`src/rtl/sad_pkg.sv`:
```
// Shared types and helpers for the SAD stream engine.
package sad_pkg;

    typedef enum logic [0:0] {
        StIdle,
        StRun
    } sad_state_e;

    // Result width that can hold block_pixels maximal differences without overflow.
    function automatic int unsigned sad_width(input int unsigned width,
                                              input int unsigned block_pixels);
        return width + $clog2(block_pixels);
    endfunction

    // Bit offset of pixel lane `lane` inside a packed lane bus.
    function automatic int unsigned lane_lsb(input int unsigned lane, input int unsigned width);
        return lane * width;
    endfunction

endpackage

```
`src/rtl/sad_lane_tree.sv`:
```
// Per-lane absolute difference (stage 1) and registered lane adder tree (stage 2).
module sad_lane_tree
    import sad_pkg::*;
#(
    parameter int unsigned WIDTH = 8,
    parameter int unsigned LANES = 8,
    localparam int unsigned SUM_W = WIDTH + $clog2(LANES)
) (
    input  logic                   clk_i,
    input  logic                   rst_ni,
    input  logic                   valid_i,
    input  logic                   first_i,
    input  logic                   last_i,
    input  logic [LANES*WIDTH-1:0] ori_bus_i,
    input  logic [LANES*WIDTH-1:0] can_bus_i,
    output logic                   valid_o,
    output logic                   first_o,
    output logic                   last_o,
    output logic [SUM_W-1:0]       sum_o,
    output logic                   busy_o,
    output logic                   last_busy_o
);

    logic [WIDTH-1:0] ori_px [LANES];
    logic [WIDTH-1:0] can_px [LANES];
    logic [WIDTH-1:0] diff_d [LANES];
    logic [WIDTH-1:0] diff_q [LANES];
    logic             s1_valid_q, s1_first_q, s1_last_q;
    logic [SUM_W-1:0] sum_d, sum_q;
    logic             s2_valid_q, s2_first_q, s2_last_q;

    always_comb begin
        for (int unsigned k = 0; k < LANES; k++) begin
            ori_px[k] = ori_bus_i[lane_lsb(k, WIDTH) +: WIDTH];
            can_px[k] = can_bus_i[lane_lsb(k, WIDTH) +: WIDTH];
            diff_d[k] = (ori_px[k] > can_px[k]) ? ori_px[k] - can_px[k]
                                                : can_px[k] - ori_px[k];
        end
    end

    always_ff @(posedge clk_i or negedge rst_ni) begin
        if (!rst_ni) begin
            for (int unsigned k = 0; k < LANES; k++) begin
                diff_q[k] <= '0;
            end
            s1_valid_q <= 1'b0;
            s1_first_q <= 1'b0;
            s1_last_q  <= 1'b0;
        end else begin
            s1_valid_q <= valid_i;
            if (valid_i) begin
                for (int unsigned k = 0; k < LANES; k++) begin
                    diff_q[k] <= diff_d[k];
                end
                s1_first_q <= first_i;
                s1_last_q  <= last_i;
            end
        end
    end

    always_comb begin
        sum_d = '0;
        for (int unsigned k = 0; k < LANES; k++) begin
            sum_d = sum_d + SUM_W'(diff_q[k]);
        end
    end

    always_ff @(posedge clk_i or negedge rst_ni) begin
        if (!rst_ni) begin
            sum_q      <= '0;
            s2_valid_q <= 1'b0;
            s2_first_q <= 1'b0;
            s2_last_q  <= 1'b0;
        end else begin
            s2_valid_q <= s1_valid_q;
            if (s1_valid_q) begin
                sum_q      <= sum_d;
                s2_first_q <= s1_first_q;
                s2_last_q  <= s1_last_q;
            end
        end
    end

    assign valid_o     = s2_valid_q;
    assign first_o     = s2_first_q;
    assign last_o      = s2_last_q;
    assign sum_o       = sum_q;
    assign busy_o      = s1_valid_q | s2_valid_q;
    assign last_busy_o = (s1_valid_q & s1_last_q) | (s2_valid_q & s2_last_q);

endmodule

```
`src/rtl/sad_stream_engine.sv`:
```
// Pipelined block SAD engine: valid/ready pixel beats in, valid/ack block results out.
// Define SAD_MIN_TRACK_EN to build the running-minimum tracker (otherwise min outputs are 0).
module sad_stream_engine
    import sad_pkg::*;
#(
    parameter int unsigned WIDTH        = 8,
    parameter int unsigned LANES        = 8,
    parameter int unsigned BLOCK_PIXELS = 32,
    parameter int unsigned CAND_IDX_W   = 8,
    localparam int unsigned SAD_W       = sad_width(WIDTH, BLOCK_PIXELS)
) (
    input  logic                   clk_i,
    input  logic                   rst_ni,
    input  logic                   init_i,
    input  logic                   finish_i,
    input  logic                   in_valid_i,
    output logic                   in_ready_o,
    input  logic [LANES*WIDTH-1:0] ori_bus_i,
    input  logic [LANES*WIDTH-1:0] can_bus_i,
    output logic [SAD_W-1:0]       out_sad_o,
    output logic [CAND_IDX_W-1:0]  out_idx_o,
    output logic [SAD_W-1:0]       out_min_sad_o,
    output logic [CAND_IDX_W-1:0]  out_min_idx_o,
    output logic                   out_valid_o,
    input  logic                   ack_i,
    output logic                   done_o
);

    localparam int unsigned BEATS  = BLOCK_PIXELS / LANES;
    localparam int unsigned BEAT_W = (BEATS > 1) ? $clog2(BEATS) : 1;
    localparam int unsigned SUM_W  = WIDTH + $clog2(LANES);
    localparam logic [BEAT_W-1:0] LastBeat = BEAT_W'(BEATS - 1);

    sad_state_e            state_q, state_d;
    logic                  finish_q, finish_d;
    logic                  done_q, done_d;
    logic [BEAT_W-1:0]     beat_cnt_q, beat_cnt_d;
    logic [CAND_IDX_W-1:0] cand_idx_q, cand_idx_d;
    logic [SAD_W-1:0]      acc_q, acc_d;
    logic                  acc_last_q, acc_last_d;
    logic [SAD_W-1:0]      out_sad_q, out_sad_d;
    logic [CAND_IDX_W-1:0] out_idx_q, out_idx_d;
    logic                  out_valid_q, out_valid_d;

    logic             tree_valid, tree_first, tree_last, tree_busy, tree_last_busy;
    logic [SUM_W-1:0] tree_sum;
    logic             accept, beat_first, beat_last, start, pipe_empty;

    assign beat_first = (beat_cnt_q == '0);
    assign beat_last  = (beat_cnt_q == LastBeat);
    assign start      = (state_q == StIdle) && init_i;
    assign pipe_empty = !tree_busy && !acc_last_q;

    // Only one block is ever in flight: intake closes after a last beat until its result is taken.
    assign in_ready_o = (state_q == StRun) && !out_valid_q && !tree_last_busy && !acc_last_q
                        && !(finish_q && beat_first);
    assign accept     = in_valid_i && in_ready_o;

    sad_lane_tree #(
        .WIDTH (WIDTH),
        .LANES (LANES)
    ) u_lane_tree (
        .clk_i       (clk_i),
        .rst_ni      (rst_ni),
        .valid_i     (accept),
        .first_i     (beat_first),
        .last_i      (beat_last),
        .ori_bus_i   (ori_bus_i),
        .can_bus_i   (can_bus_i),
        .valid_o     (tree_valid),
        .first_o     (tree_first),
        .last_o      (tree_last),
        .sum_o       (tree_sum),
        .busy_o      (tree_busy),
        .last_busy_o (tree_last_busy)
    );

    always_comb begin
        state_d  = state_q;
        finish_d = finish_q;
        done_d   = 1'b0;
        unique case (state_q)
            StIdle: begin
                if (init_i) begin
                    state_d  = StRun;
                    finish_d = 1'b0;
                end
            end
            StRun: begin
                if (finish_i) begin
                    finish_d = 1'b1;
                end
                if (finish_q && beat_first && pipe_empty && !out_valid_q) begin
                    state_d  = StIdle;
                    finish_d = 1'b0;
                    done_d   = 1'b1;
                end
            end
        endcase
    end

    always_comb begin
        beat_cnt_d  = beat_cnt_q;
        cand_idx_d  = cand_idx_q;
        acc_d       = acc_q;
        acc_last_d  = 1'b0;
        out_sad_d   = out_sad_q;
        out_idx_d   = out_idx_q;
        out_valid_d = out_valid_q;

        if (start) begin
            beat_cnt_d = '0;
            cand_idx_d = '0;
        end else if (accept) begin
            beat_cnt_d = beat_last ? '0 : beat_cnt_q + 1'b1;
        end

        if (tree_valid) begin
            acc_d      = tree_first ? SAD_W'(tree_sum) : acc_q + SAD_W'(tree_sum);
            acc_last_d = tree_last;
        end

        if (out_valid_q && ack_i) begin
            out_valid_d = 1'b0;
        end
        if (acc_last_q) begin
            out_valid_d = 1'b1;
            out_sad_d   = acc_q;
            out_idx_d   = cand_idx_q;
            cand_idx_d  = cand_idx_q + 1'b1;
        end
    end

    always_ff @(posedge clk_i or negedge rst_ni) begin
        if (!rst_ni) begin
            state_q     <= StIdle;
            finish_q    <= 1'b0;
            done_q      <= 1'b0;
            beat_cnt_q  <= '0;
            cand_idx_q  <= '0;
            acc_q       <= '0;
            acc_last_q  <= 1'b0;
            out_sad_q   <= '0;
            out_idx_q   <= '0;
            out_valid_q <= 1'b0;
        end else begin
            state_q     <= state_d;
            finish_q    <= finish_d;
            done_q      <= done_d;
            beat_cnt_q  <= beat_cnt_d;
            cand_idx_q  <= cand_idx_d;
            acc_q       <= acc_d;
            acc_last_q  <= acc_last_d;
            out_sad_q   <= out_sad_d;
            out_idx_q   <= out_idx_d;
            out_valid_q <= out_valid_d;
        end
    end

    assign out_sad_o   = out_sad_q;
    assign out_idx_o   = out_idx_q;
    assign out_valid_o = out_valid_q;
    assign done_o      = done_q;

`ifdef SAD_MIN_TRACK_EN
    logic [SAD_W-1:0]      min_sad_q, min_sad_d;
    logic [CAND_IDX_W-1:0] min_idx_q, min_idx_d;
    logic                  min_seen_q, min_seen_d;

    // Strict less-than keeps the earlier index on ties.
    always_comb begin
        min_sad_d  = min_sad_q;
        min_idx_d  = min_idx_q;
        min_seen_d = min_seen_q;
        if (start) begin
            min_sad_d  = '0;
            min_idx_d  = '0;
            min_seen_d = 1'b0;
        end else if (acc_last_q && (!min_seen_q || acc_q < min_sad_q)) begin
            min_sad_d  = acc_q;
            min_idx_d  = cand_idx_q;
            min_seen_d = 1'b1;
        end
    end

    always_ff @(posedge clk_i or negedge rst_ni) begin
        if (!rst_ni) begin
            min_sad_q  <= '0;
            min_idx_q  <= '0;
            min_seen_q <= 1'b0;
        end else begin
            min_sad_q  <= min_sad_d;
            min_idx_q  <= min_idx_d;
            min_seen_q <= min_seen_d;
        end
    end

    assign out_min_sad_o = min_sad_q;
    assign out_min_idx_o = min_idx_q;
`else
    assign out_min_sad_o = '0;
    assign out_min_idx_o = '0;
`endif

endmodule

```
`config.mk`:
```
export PLATFORM = sky130hd
export DESIGN_NAME = sad_stream_engine
export DESIGN_NICKNAME = d
export VERILOG_FILES = /design/src/rtl/sad_pkg.sv /design/src/rtl/sad_lane_tree.sv /design/src/rtl/sad_stream_engine.sv
export SDC_FILE = /design/constraint.sdc
export NUM_CORES = 1
export LEC_CHECK = 0
export CAP_MARGIN = 30
export CORE_ASPECT_RATIO = 1.4
export CORE_UTILIZATION = 65
export DETAILED_ROUTE_END_ITERATION = 6
export DONT_BUFFER_PORTS = 1
export PLACE_DENSITY = 0.91
export SLEW_MARGIN = 20
export SYNTH_ARGS = -nofsm -noshare
export SYNTH_HDL_FRONTEND = slang
export SYNTH_SLANG_ARGS = --single-unit
export TNS_END_PERCENT = 50
```
`constraint.sdc`:
```
create_clock -name clk_i -period 12.36 [get_ports clk_i]
set_input_delay 1.854 -clock clk_i [delete_from_list [all_inputs] [get_ports clk_i]]
set_output_delay 1.854 -clock clk_i [all_outputs]
set_load 0.03 [all_outputs]
```
== After elaboration in Yosys (flattened, before gate mapping) ==
Cells that the tools add are included.
W data, S select, Z words.

* Register bits: 130
* Latch bits: 0
* Bits in writable memories: 0
* Memory bits (read-only): 0
* Bits of input ports: 134
* Logic and storage cells: 114
* Memories: 0

* $add $sub $neg: 26
* Multipliers: 0
* Divide/modulo/power cells: 0
* $lt $le $gt $ge: 8
* Eq/ne operators: 3
* Shift operators: 0
* Mux-type cells: 26
* Bitwise operators: 5
* Reduce and logical (&&, ||, !) cells: 21

{| class="wikitable"
|+ Operator list
! cell !! count
|-
| $sub A8 B8 Y8 || 16
|-
| $mux W8 || 10
|-
| $add A11 B8 Y11 || 6
|-
| $gt A8 B8 Y1 || 8
|-
| $add A13 B11 Y13 || 1
|-
| $mux W13 || 1
|-
| $logic_and A1 B1 Y1 || 11
|-
| $mux W1 || 10
|-
| $add A8 B8 Y9 || 1
|-
| $add A8 B1 Y8 const B || 1
|-
| $mux W2 || 3
|-
| $reduce_bool A2 Y1 || 3
|-
| $logic_not A1 Y1 || 5
|-
| $pmux W1 S2 || 2
|-
| $ne A3 B2 Y1 const B || 1
|-
| $add A2 B1 Y2 const B || 1
|-
| $and A1 B1 Y1 || 2
|-
| $eq A2 B2 Y1 const B || 1
|-
| $logic_not A2 Y1 || 1
|-
| $ne A2 B2 Y1 const B || 1
|-
| $or A1 B1 Y1 || 2
|-
| $reduce_and A2 Y1 || 1
|-
| $not A1 Y1 || 1
|}

== Depth between registers and ports, before layout ==
Gate-level depths: netlist (run 1).

* Depth in word-level cells: 9
* Depth in mapped cells: 22

== Hierarchy ==
From an unflattened synthesis (run 1), not the netlist that was laid out.

* Cell total of the unflattened synthesis: 1503
* Area, all modules: 13105.1 µm²

{| class="wikitable"
|+ By module, submodules not included
! module !! instances !! cells an instance !! area each (µm²) !! sequential area each (µm²)
|-
| sad_lane_tree || 1 || 1237 || 10309.9 || 2026.9
|-
| sad_stream_engine || 1 || 266 || 2795.2 || 1226.2
|}

== Worst setup path before layout (run 1) ==
No wires, ideal clock.

* Kind: flip-flop to flip-flop
* From: register u_lane_tree.diff_q[48] (netlist name)
* To: register u_lane_tree.sum_q[10] (netlist: u_lane_tree.sum_o[10])
* Setup time: 0.120 ns
* Arrival time: 5.063 ns
* Data required time: 12.240 ns
* Setup slack: 7.178 ns
* Stages on the path, launching flop included: 23
* Path buffers: 0
* Path through: dfrtp_1 > ha_1 > inv_1 > fa_1 > nor2b_1 > o21ai_0 > a21boi_0 > o21ai_0 > nand2b_1 > xor2_1 > fa_1 > inv_1 > fa_1 > fa_1 > fa_1 > inv_1 > ha_1 > o21a_1 > o21a_1 > o21ai_0 > a31oi_1 > or3_1 > a31o_1

* Cells in the longest elaborated chain, start to end: 7

{| class="wikitable"
|+ RTL lines
! what !! line !! text
|-
| start: declaration || sad_lane_tree.sv:27 || <nowiki>logic [WIDTH-1:0] diff_q [LANES];</nowiki>
|-
| start signal: indexed assignment || sad_lane_tree.sv:53 || <nowiki>diff_q[k] <= diff_d[k];</nowiki>
|-
| $add A8 B8 Y9 || sad_lane_tree.sv:64 || <nowiki>sum_d = sum_d + SUM_W'(diff_q[k]);</nowiki>
|-
| $add A11 B8 Y11 (6 in a row) || sad_lane_tree.sv:64 ||
|-
| end signal: assignment || sad_lane_tree.sv:77 || <nowiki>sum_q <= sum_d;</nowiki>
|-
| end: declaration || sad_lane_tree.sv:29 || <nowiki>logic [SUM_W-1:0] sum_d, sum_q;</nowiki>
|}

Every way passes these cells.
A chain may end at the register's enable or synchronous reset.

== Worst setup path after layout (run 1) ==
* From: register u_lane_tree.diff_q[56] (netlist name)
* To: register u_lane_tree.sum_q[10] (netlist: u_lane_tree.sum_o[10])

The elaborated chain is that of the path after synthesis.

==> out/summary.txt, run 1 <==
First-pass GRT wire length -> 43.1 mm
# diodes -> 0
CP required -> 12.67 ns
Number of flops mapped to enable cells by yosys -> 0
Cell area after synthesis -> 12200 µm²
Most common cell after layout, fill and taps aside -> inv_1
Vias in the first global route -> 9681
Worst-margin pin slew -> 0.774 ns
Clock sinks -> 130
Sequential-to-total area share from yosys stat -> 26.7%
# DRC -> 0
Initial DRC count -> 453
Synth Register Bits -> 130
CP max stage delay -> 0.52 ns
Initial core utilization -> 67.1%
I/O pin count -> 179
Chip width -> 118 µm
Layout Area Growth over Synthesis -> 5.62%
Critical path fanouts, max -> 4
Core box area -> 18100 µm²
Resize count post-CTS -> 0
CTS tree -> built
Number of vias per cell -> 5.89
1st-pass router iterations -> 5
Die ar. -> 19300 µm²
CP arrival -> 6.12 ns
Share of cells above drive strength 1 -> 6.48%
Crit share post-route -> 47.0%
Fin Setup TNS -> 0 ns
CP Launch Type -> flip-flop
Antenna violations before repair -> 0
Crit end category -> flip-flop
CP Cell Sequence -> ha_1, inv_1, fa_1, nor2b_1, o21ai_0, a21boi_0, o21ai_0, nand2b_1, xor2_1, fa_1, inv_1, fa_1, fa_1, fa_1, inv_1, ha_1, o21a_1, o21a_1, o21ai_0, a31oi_1, or3_1, a31o_1
Crit path time final -> 5.82 ns
Maximum clock frequency -> 172 MHz
RD Place Congestion -> 0.923
Worst path bufs/invs -> 3
Grt ovf -> 0
Buffers on Ports -> 0
Most frequent cells in the layout -> inv_1 (199), ha_1 (157), dfrtp_1 (130)
Cells after Synth -> 1333
DRT Wirelength -> 25.7 mm
Async SR Flop Fraction -> 100%
Vias post-DR -> 9230
Slew HR -> 48.4%
Setup violators final -> 0
Run status -> completed
Max-cap viol count -> 0
Tot GR Track Use -> 27.4%
YS warnings -> 0
Hold Fails Final Rpt -> 0
CTS max path bufs -> 2
Largest net degree at the start of global routing -> 131
Synth unique cells -> 51
Unrepaired setup endpoints after global routing -> false
Hold buffers post-CTS -> 0
ANT nets after route -> 0
Final nets -> 1661
Clk_lat worst skew -> 0.42 ns
Mean post-synth cell area -> 9.13 µm²
Post-CTS setup buffers -> 0
Clock transition at the registers of the reported paths -> 0.06 ns
WL/cell -> 16.4 µm
Most common cell on crit path -> fa_1
Ys flop type -> dfrtp_1
Rows -> 58
Crit path max-delay family -> adder cells
DP HPWL -> 20.2 mm
DIE HEIGHT -> 164 µm
Cts bufs inserted -> 17
CTS H-tree lvls -> 4
Worst Clk Skew -> 0.00917 ns
Setup CP Type -> flip-flop to flip-flop
Pins Over Slew Limit -> 0
Worst Hold Class -> flip-flop to flip-flop
Final Util -> 70.9%
Clk root buf -> clkbuf_16
CP max-delay cell -> fa_1
cells by family after synthesis:
family	after synthesis	share of synthesized area (%)
other	1	0.0308
AOI/OAI and AO/OA	308	15.8
DFF	130	26.7
xor gates and xnor gates	66	4.75
muxes	95	8.15
buffers and inverters	262	9.01
and+or+nand+nor	258	10.2
adders and majority gates	213	25.3
flip-flops by register name, summed over array words and instances (netlist names):
| register | count |
|---|---|
| u_lane_tree.valid_o | 1 |
| u_lane_tree.s1_first_q | 1 |
| acc_last_q | 1 |
| u_lane_tree.last_o | 1 |
| state_q | 1 |
| acc_q | 13 |
| u_lane_tree.sum_o | 11 |
| done_o | 1 |
| finish_q | 1 |
| beat_cnt_q | 2 |
| u_lane_tree.first_o | 1 |
| u_lane_tree.diff_q | 64 |
| cand_idx_q | 8 |
| out_valid_o | 1 |
| out_sad_o | 13 |
| u_lane_tree.s1_last_q | 1 |
| u_lane_tree.s1_valid_q | 1 |
| out_idx_o | 8 |
through the flow:
stage          cells  instance area (µm²)  setup WS [ns]  hold slack (ns)
6_report        1567                12900           6.54            0.481
5_1_grt         1567                12900           6.30            0.519
4_1_cts         1567                12900           6.57            0.483
3_5_place_dp    1535                12300           6.77            0.469
3_3_place_gp    1534                12200           7.01            0.458
2_1_floorplan   1353                12300           7.18            0.349
final timing paths:
check	slack [ns]	cells past startpoint	end	from
min reg2reg	0.48	2	u_lane_tree.diff_q[0]$_DFFE_PN0P_	u_lane_tree.diff_q[0]$_DFFE_PN0P_
min in group asynchronous	1.12	0	acc_q[7]$_DFFE_PN0P_	rst_ni
min	0.48	2	u_lane_tree.diff_q[0]$_DFFE_PN0P_	u_lane_tree.diff_q[0]$_DFFE_PN0P_
max in group asynchronous	11.06	0	acc_q[8]$_DFFE_PN0P_	rst_ni
max reg2reg	6.54	22	u_lane_tree.sum_o[10]$_DFFE_PN0P_	u_lane_tree.diff_q[56]$_DFFE_PN0P_
max	6.54	22	u_lane_tree.sum_o[10]$_DFFE_PN0P_	u_lane_tree.diff_q[56]$_DFFE_PN0P_
metal layers:
metal / wire, µm / track usage, %
met5: 0 / 0
met4: 957 / 12.9
met3: 1100 / 4.24
met2: 14100 / 53.4
met1: 9550 / 28.5
cell usage after synthesis, types with 25 or more instances:
library cell / n / area share [%]
fa_1: 56 / 9.2
o21ai_1: 52 / 2.1
dfrtp_1: 130 / 27
o21ai_0: 67 / 2.8
a21o_1: 36 / 2.2
xnor2_1: 44 / 3.2
nand2_1: 115 / 3.5
mux2i_1: 62 / 5.1
a21oi_1: 78 / 3.2
inv_1: 199 / 6.1
a221oi_1: 29 / 2.1
buf_2: 25 / 1.0
ha_1: 157 / 16
nor2b_1: 25 / 1.3
nor2_1: 36 / 1.1
mux2_2: 33 / 3.1
worst reg2reg max path: stages, from the launching register on:
cell,delay [ns]
dfrtp_1,0.36
ha_1,0.17
inv_1,0.07
fa_1,0.47
nor2b_1,0.17
o21ai_0,0.16
a21boi_0,0.34
o21ai_0,0.14
nand2b_1,0.14
xor2_1,0.20
fa_1,0.44
inv_1,0.09
fa_1,0.42
fa_1,0.51
fa_1,0.52
inv_1,0.05
ha_1,0.35
o21a_1,0.20
o21a_1,0.16
o21ai_0,0.15
a31oi_1,0.07
or3_1,0.31
a31o_1,0.21
area by class of cell:
type                            instances  area (µm²)
Multi-Input combinational cell        961        7910
Fill cell                            1304        5280
Sequential cell                       130        3250
Inverter                              201         754
Clock buffer                           19         453
Tap cell                              240         300
Clock inverter                         13         149
Timing Repair Buffer                    3        42.5
Power of run 1 is not shown: default switching activity piles up to over one toggle a cycle in this logic, so the estimate is an artifact.
==> run 2, diff against run 1 <==
CORE_UTILIZATION = 60   (was 65)
PLACE_DENSITY = 0.89   (was 0.91)
clock period = 5.2 ns   (was 12.36 ns; I/O delays follow)
==> run 2 against run 1 <==
The flow now finishes with violations (negative setup slack). Sequential share of layout area shrank 0.65 points. Setup slack lost 6.6 ns. Final area grew 2.6%. Clock skew grew 0.0044 ns. Die area grew 8.2%. Routed wire length grew 1.4%. First-iteration DRC count grew 20%. Non-clock buffer count grew 19. Highest routed layer unchanged.
==> out/summary.txt, run 2 (same netlist as run 1, synthesis figures left out) <==
Run status -> complete, but fails checks
Failing checks -> negative setup slack
Most common cell on crit path -> fa_1
I/O pin count -> 179 (unchanged)
Pins Over Slew Limit -> 0 (unchanged)
Share of cells above drive strength 1 -> 9.36% (+2.9 points)
M3 GR Usage -> 4.60% (+0.36 points)
ANT nets after route -> 0 (unchanged)
Max-cap viol count -> 0 (unchanged)
Most flops, register -> u_lane_tree.diff_q
Final Util -> 66.5% (-4.4 points)
CP arrival -> 5.59 ns (-0.53 ns)
Most common cell after layout, fill and taps aside -> inv_1
Vias post-DR -> 9311 (+0.88%)
Grt met1 use -> 27.2% (-1.4 points)
Worst-margin pin slew -> 0.776 ns (+0.00184 ns)
Initial core utilization -> 61.4% (-5.8 points)
RD Place Congestion -> 0.910 (-1.3%)
CTS max path bufs -> 2 (unchanged)
Number of vias per cell -> 5.83 (-1.1%)
WL/cell -> 16.3 µm (-0.57%)
# diodes -> 0 (unchanged)
DIE HEIGHT -> 171 µm (+4.0%)
CP max stage delay -> 0.56 ns (+0.04 ns)
Clock sinks -> 130 (unchanged)
Setup violators final -> 1 (+1)
DP HPWL -> 19.8 mm (-1.9%)
Grt ovf -> 0 (unchanged)
Maximum clock frequency -> 189 MHz (+10%)
Crit path time final -> 5.29 ns (-0.528 ns)
Worst Hold Class -> input port to asynchronous set/reset pin
Buffers on Ports -> 0 (unchanged)
Hold buffers post-CTS -> 0 (unchanged)
Critical path fanouts, max -> 3 (-1)
Chip width -> 122 µm (+4.0%)
Clock transition at the registers of the reported paths -> 0.06 ns (about the same)
Crit share post-route -> 102% (+55 points)
Final worst slack -> -0.0874 ns (-6.63 ns)
Hold WS -> 0.0614 ns (-0.420 ns)
Max reg flops -> 64 (unchanged)
Layout Area Growth over Synthesis -> 8.41%
Clk root buf -> clkbuf_16
CP max-delay cell -> fa_1
Slew HR -> 48.3% (-0.12 points)
Stages on the worst setup path -> 22 (unchanged)
Final nets -> 1680 (+1.1%)
Unrepaired setup endpoints after global routing -> true
DRT Wirelength -> 26.1 mm (+1.4%)
Hold Fails Final Rpt -> 0 (unchanged)
CTS H-tree lvls -> 4 (unchanged)
Core box area -> 19800 µm² (+9.4%)
1st-pass router iterations -> 5 (unchanged)
Fillers -> 1514 (+16%)
Setup CP Type -> flip-flop to flip-flop
CP required -> 5.50 ns (-7.17 ns)
First-pass GRT wire length -> 42.8 mm (-0.69%)
Antenna violations before repair -> 0 (unchanged)
Crit path max-delay family -> adder cells
Crit end category -> flip-flop
Largest net degree at the start of global routing -> 131 (unchanged)
# DRC -> 0 (unchanged)
Met2 usage -> 48.0% (-5.4 points)
CTS tree -> built
Vias in the first global route -> 9527 (-1.6%)
Rows -> 61 (+5.2%)
Initial DRC count -> 544 (+20%)
Die ar. -> 20900 µm² (+8.2%)
CP Cell Sequence -> ha_2, inv_1, fa_2, nor2b_2, o21ai_2, a21boi_2, buf_4, buf_4, nor2_1, fa_1, inv_1, fa_1, fa_1, fa_1, inv_1, ha_1, inv_2, o21bai_1, a21oi_2, a31oi_1, or3_1, a31o_1
Most frequent cells in the layout -> inv_1 (197), ha_1 (153), dfrtp_1 (130)
Tot GR Track Use -> 25.7% (-1.8 points)
Worst path bufs/invs -> 6 (+3)
Cells on worst reg2reg path -> 22 (unchanged)
Cts bufs inserted -> 17 (unchanged)
Most Crowded Layer GR -> met2
CP Launch Type -> flip-flop
Worst Clk Skew -> 0.0136 ns (+0.00439 ns)
Clk_lat worst skew -> 0.42 ns (about the same)
==> run 2: changes by cell type in the layout (fill, tap and decap cells not counted), sizes merged <==
cell	previous run	this run
buf	3	22
bufinv	2	5
clkbuf	19	20
clkinv	3	5
inv	206	201
clkinvlp	3	2
==> run 2: layout make-up <==
class | instances | area [µm²] | area share, %
sequential | 130 | 3250 | 24.6
clock inverter | 12 | 205 | 1.55
tap | 252 | 315 | 2.39
multi-input combinational | 961 | 8050 | 61.0
clock buffer | 20 | 457 | 3.46
inverter | 201 | 754 | 5.72
timing repair buffer | 22 | 165 | 1.25
==> run 2: what timing repair did <==
| action | CTS | global route |
|---|---|---|
| setup endpoints to repair | 4 | 5 |
| pin swaps | 18 | 30 |
| resized for setup | 12 | 19 |
| buffers inserted | 10 | 3 |
==> run 2: metal layers <==
layer  share of wire [%]  vias to the layer above
met5                   0                        -
met4                 4.3                        0
met3                 4.0                       81
met2                  55                      281
met1                  37                     4504
li1                    -                     4445
==> run 2: worst paths after layout <==
check                                                      to  slack [ns]                               start
min in group clk_i         u_lane_tree.diff_q[24]$_DFFE_PN0P_        0.49  u_lane_tree.diff_q[24]$_DFFE_PN0P_
hold / removal             u_lane_tree.diff_q[58]$_DFFE_PN0P_        0.06                              rst_ni
setup reg to reg            u_lane_tree.sum_o[10]$_DFFE_PN0P_       -0.09  u_lane_tree.diff_q[48]$_DFFE_PN0P_
setup / recovery            u_lane_tree.sum_o[10]$_DFFE_PN0P_       -0.09  u_lane_tree.diff_q[48]$_DFFE_PN0P_
max in group asynchronous  u_lane_tree.diff_q[16]$_DFFE_PN0P_        5.01                              rst_ni
hold reg to reg            u_lane_tree.diff_q[24]$_DFFE_PN0P_        0.49  u_lane_tree.diff_q[24]$_DFFE_PN0P_
==> run 2: through the flow <==
step	cells	TNS, ns	area, µm²	worst slack, ns
final	1598	-0.0874	13200	-0.0874
after floorplan	1353	0	12300	0.0177
after global routing	1598	-0.608	13200	-0.271
after global placement	1553	-0.0831	12300	-0.0831
after detailed placement	1553	-0.486	12300	-0.286
after CTS	1595	0	13100	0.00181
Power of run 2 is left out for the same reason.
==> run 3, diff against run 2 <==
CORE_ASPECT_RATIO = 2   (was 1.4)
PLACE_DENSITY = 0.83   (was 0.89)
SKIP_LAST_GASP = 1   (was not set)
==> run 3 against run 2 <==
The flow still finishes with violations (negative setup slack). Clock skew fell by 0.0052 ns. Worst hold slack worse by 0.0046 ns. Clock-buffer cell count rose by 3.
==> out/summary.txt, run 3 (same netlist as run 1, synthesis figures left out) <==
Slew HR -> 47.8% (-0.52 points)
Tot GR Track Use -> 28.0% (+2.3 points)
Most frequent cells in the layout -> inv_1 (194), ha_1 (150), dfrtp_1 (130)
Clk root buf -> clkbuf_16
Share of cells above drive strength 1 -> 9.84% (+0.48 points)
Cells on worst reg2reg path -> 20 (-9.1%)
Initial core utilization -> 61.2% (-0.21 points)
Pins Over Slew Limit -> 0 (unchanged)
Max-cap viol count -> 0 (unchanged)
Initial DRC count -> 400 (-26%)
I/O pin count -> 179 (unchanged)
Worst-margin pin slew -> 0.784 ns (+0.00778 ns)
Final instance area -> 13300 µm² (+0.72%)
CTS H-tree lvls -> 4 (unchanged)
Die ar. -> 20900 µm² (+0.13%)
Grt ovf -> 0 (unchanged)
Antenna violations before repair -> 0 (unchanged)
CTS tree -> built
Hold Fails Final Rpt -> 0 (unchanged)
DIE HEIGHT -> 203 µm (+19%)
CP required -> 5.49 ns (about the same)
Final worst slack -> -0.110 ns (-0.0230 ns)
1st-pass router iterations -> 5 (unchanged)
Crit end category -> flip-flop
Unrepaired setup endpoints after global routing -> true
Cts bufs inserted -> 17 (unchanged)
First-pass GRT wire length -> 45.5 mm (+6.5%)
DP HPWL -> 21.4 mm (+8.2%)
Chip width -> 103 µm (-16%)
Vias in the first global route -> 10200 (+6.9%)
Clock transition at the registers of the reported paths -> 0.05 ns (about the same)
Hold WS -> 0.0568 ns (-0.00461 ns)
Worst Hold Class -> input port to asynchronous set/reset pin
Number of vias per cell -> 5.90 (+1.2%)
Dpl cells -> 1564 (+0.71%)
Fin cells -> 1614 (+1.0%)
Buffers on Ports -> 0 (unchanged)
Clock sinks -> 130 (unchanged)
Reg2reg start -> u_lane_tree.diff_q[57]$_DFFE_PN0P_
Max reg flops -> 64 (unchanged)
Maximum clock frequency -> 188 MHz (-0.43%)
Final nets -> 1686 (+0.36%)
CP arrival -> 5.61 ns (+0.02 ns)
Run status -> complete, but fails checks
R2R Setup Slk -> -0.11 ns (-0.02 ns)
RR Endpoint -> u_lane_tree.sum_o[9]$_DFFE_PN0P_
Fillers -> 1576 (+4.1%)
Crit path time final -> 5.31 ns (+0.0230 ns)
DRT Wirelength -> 28.5 mm (+9.3%)
Most common cell after layout, fill and taps aside -> inv_1
Placed cell area -> 12300 µm² (+0.16%)
Most flops, register -> u_lane_tree.diff_q
ANT nets after route -> 0 (unchanged)
Setup violators final -> 3 (+2)
Clk_lat worst skew -> 0.42 ns (about the same)
# DRC -> 0 (unchanged)
# diodes -> 0 (unchanged)
CTS max path bufs -> 2 (unchanged)
Rows -> 73 (+20%)
Core box area -> 19900 µm² (+0.34%)
Worst Clk Skew -> 0.00831 ns (-0.00524 ns)
Fin Setup TNS -> -0.182 ns (-0.0950 ns)
Critical path fanouts, max -> 3 (unchanged)
RD Place Congestion -> 0.913 (+0.30%)
Crit share post-route -> 102% (+0.44 points)
Largest net degree at the start of global routing -> 131 (unchanged)
CP Launch Type -> flip-flop
Layout Area Growth over Synthesis -> 9.19%
Setup CP Type -> flip-flop to flip-flop
Failing checks -> negative setup slack
WL/cell -> 17.7 µm (+8.3%)
Vias post-DR -> 9519 (+2.2%)
==> run 3: area by class of cell <==
type | instances | area, µm² | area share (%)
multi-input combinational | 961 | 8080 | 60.8
sequential | 130 | 3250 | 24.5
inverter | 201 | 754 | 5.67
clock buffer | 23 | 468 | 3.52
tap | 262 | 328 | 2.47
timing repair buffer | 28 | 210 | 1.58
clock inverter | 9 | 201 | 1.52
==> run 3: critical path, cell delays in order, from the launching register on <==
cell      delay (ns)
dfrtp_1         0.38
ha_1            0.30
a21o_1          0.17
a21oi_2         0.18
nand2b_4        0.16
a21boi_4        0.06
o41ai_2         0.27
xnor2_1         0.16
fa_1            0.55
inv_1           0.05
fa_1            0.46
fa_1            0.51
fa_1            0.52
inv_2           0.06
ha_4            0.23
buf_4           0.15
a21oi_4         0.17
o21ai_0         0.14
a21oi_1         0.29
xnor2_1         0.10
mux2_2          0.28
==> run 3: worst max-delay path by stage <==
stage / startpoint / end / depth (start not counted)
floorplan: u_lane_tree.diff_q[48]$_DFFE_PN0P_ / u_lane_tree.sum_o[10]$_DFFE_PN0P_ / 22
global placement: u_lane_tree.diff_q[48]$_DFFE_PN0P_ / u_lane_tree.sum_o[10]$_DFFE_PN0P_ / 22
detailed placement: u_lane_tree.diff_q[48]$_DFFE_PN0P_ / u_lane_tree.sum_o[10]$_DFFE_PN0P_ / 22
CTS: u_lane_tree.diff_q[49]$_DFFE_PN0P_ / u_lane_tree.sum_o[10]$_DFFE_PN0P_ / 20
global route: u_lane_tree.diff_q[57]$_DFFE_PN0P_ / u_lane_tree.sum_o[9]$_DFFE_PN0P_ / 20
finish: u_lane_tree.diff_q[57]$_DFFE_PN0P_ / u_lane_tree.sum_o[9]$_DFFE_PN0P_ / 20
==> run 3: repair_timing <==
action                                  4_1_cts  5_1_grt
endpoints found under the setup margin        4        5
hold buffers                                  0        0
setup buffers                                15        3
gates resized for setup                      19       16
pin swaps                                    15       17
==> run 3: metrics by stage <==
step           util (%)  worst slack (ns)
2_1_floorplan         -            0.0177
3_3_place_gp       61.9            -0.111
3_5_place_dp       61.9            -0.308
4_1_cts            66.1          0.000419
5_1_grt            66.8            -0.271
6_report           66.8            -0.110
==> run 3: layer usage <==
| metal | GRT usage [%] | vias up | routed length (µm) |
|---|---|---|---|
| met1 | 24.3 | 4615 | 9030 |
| li1 | - | 4451 | - |
| met5 | 0 | - | 0 |
| met3 | 4.11 | 135 | 1070 |
| met4 | 18.9 | 0 | 1730 |
| met2 | 55.4 | 318 | 16700 |
Power of run 3 is left out for the same reason.
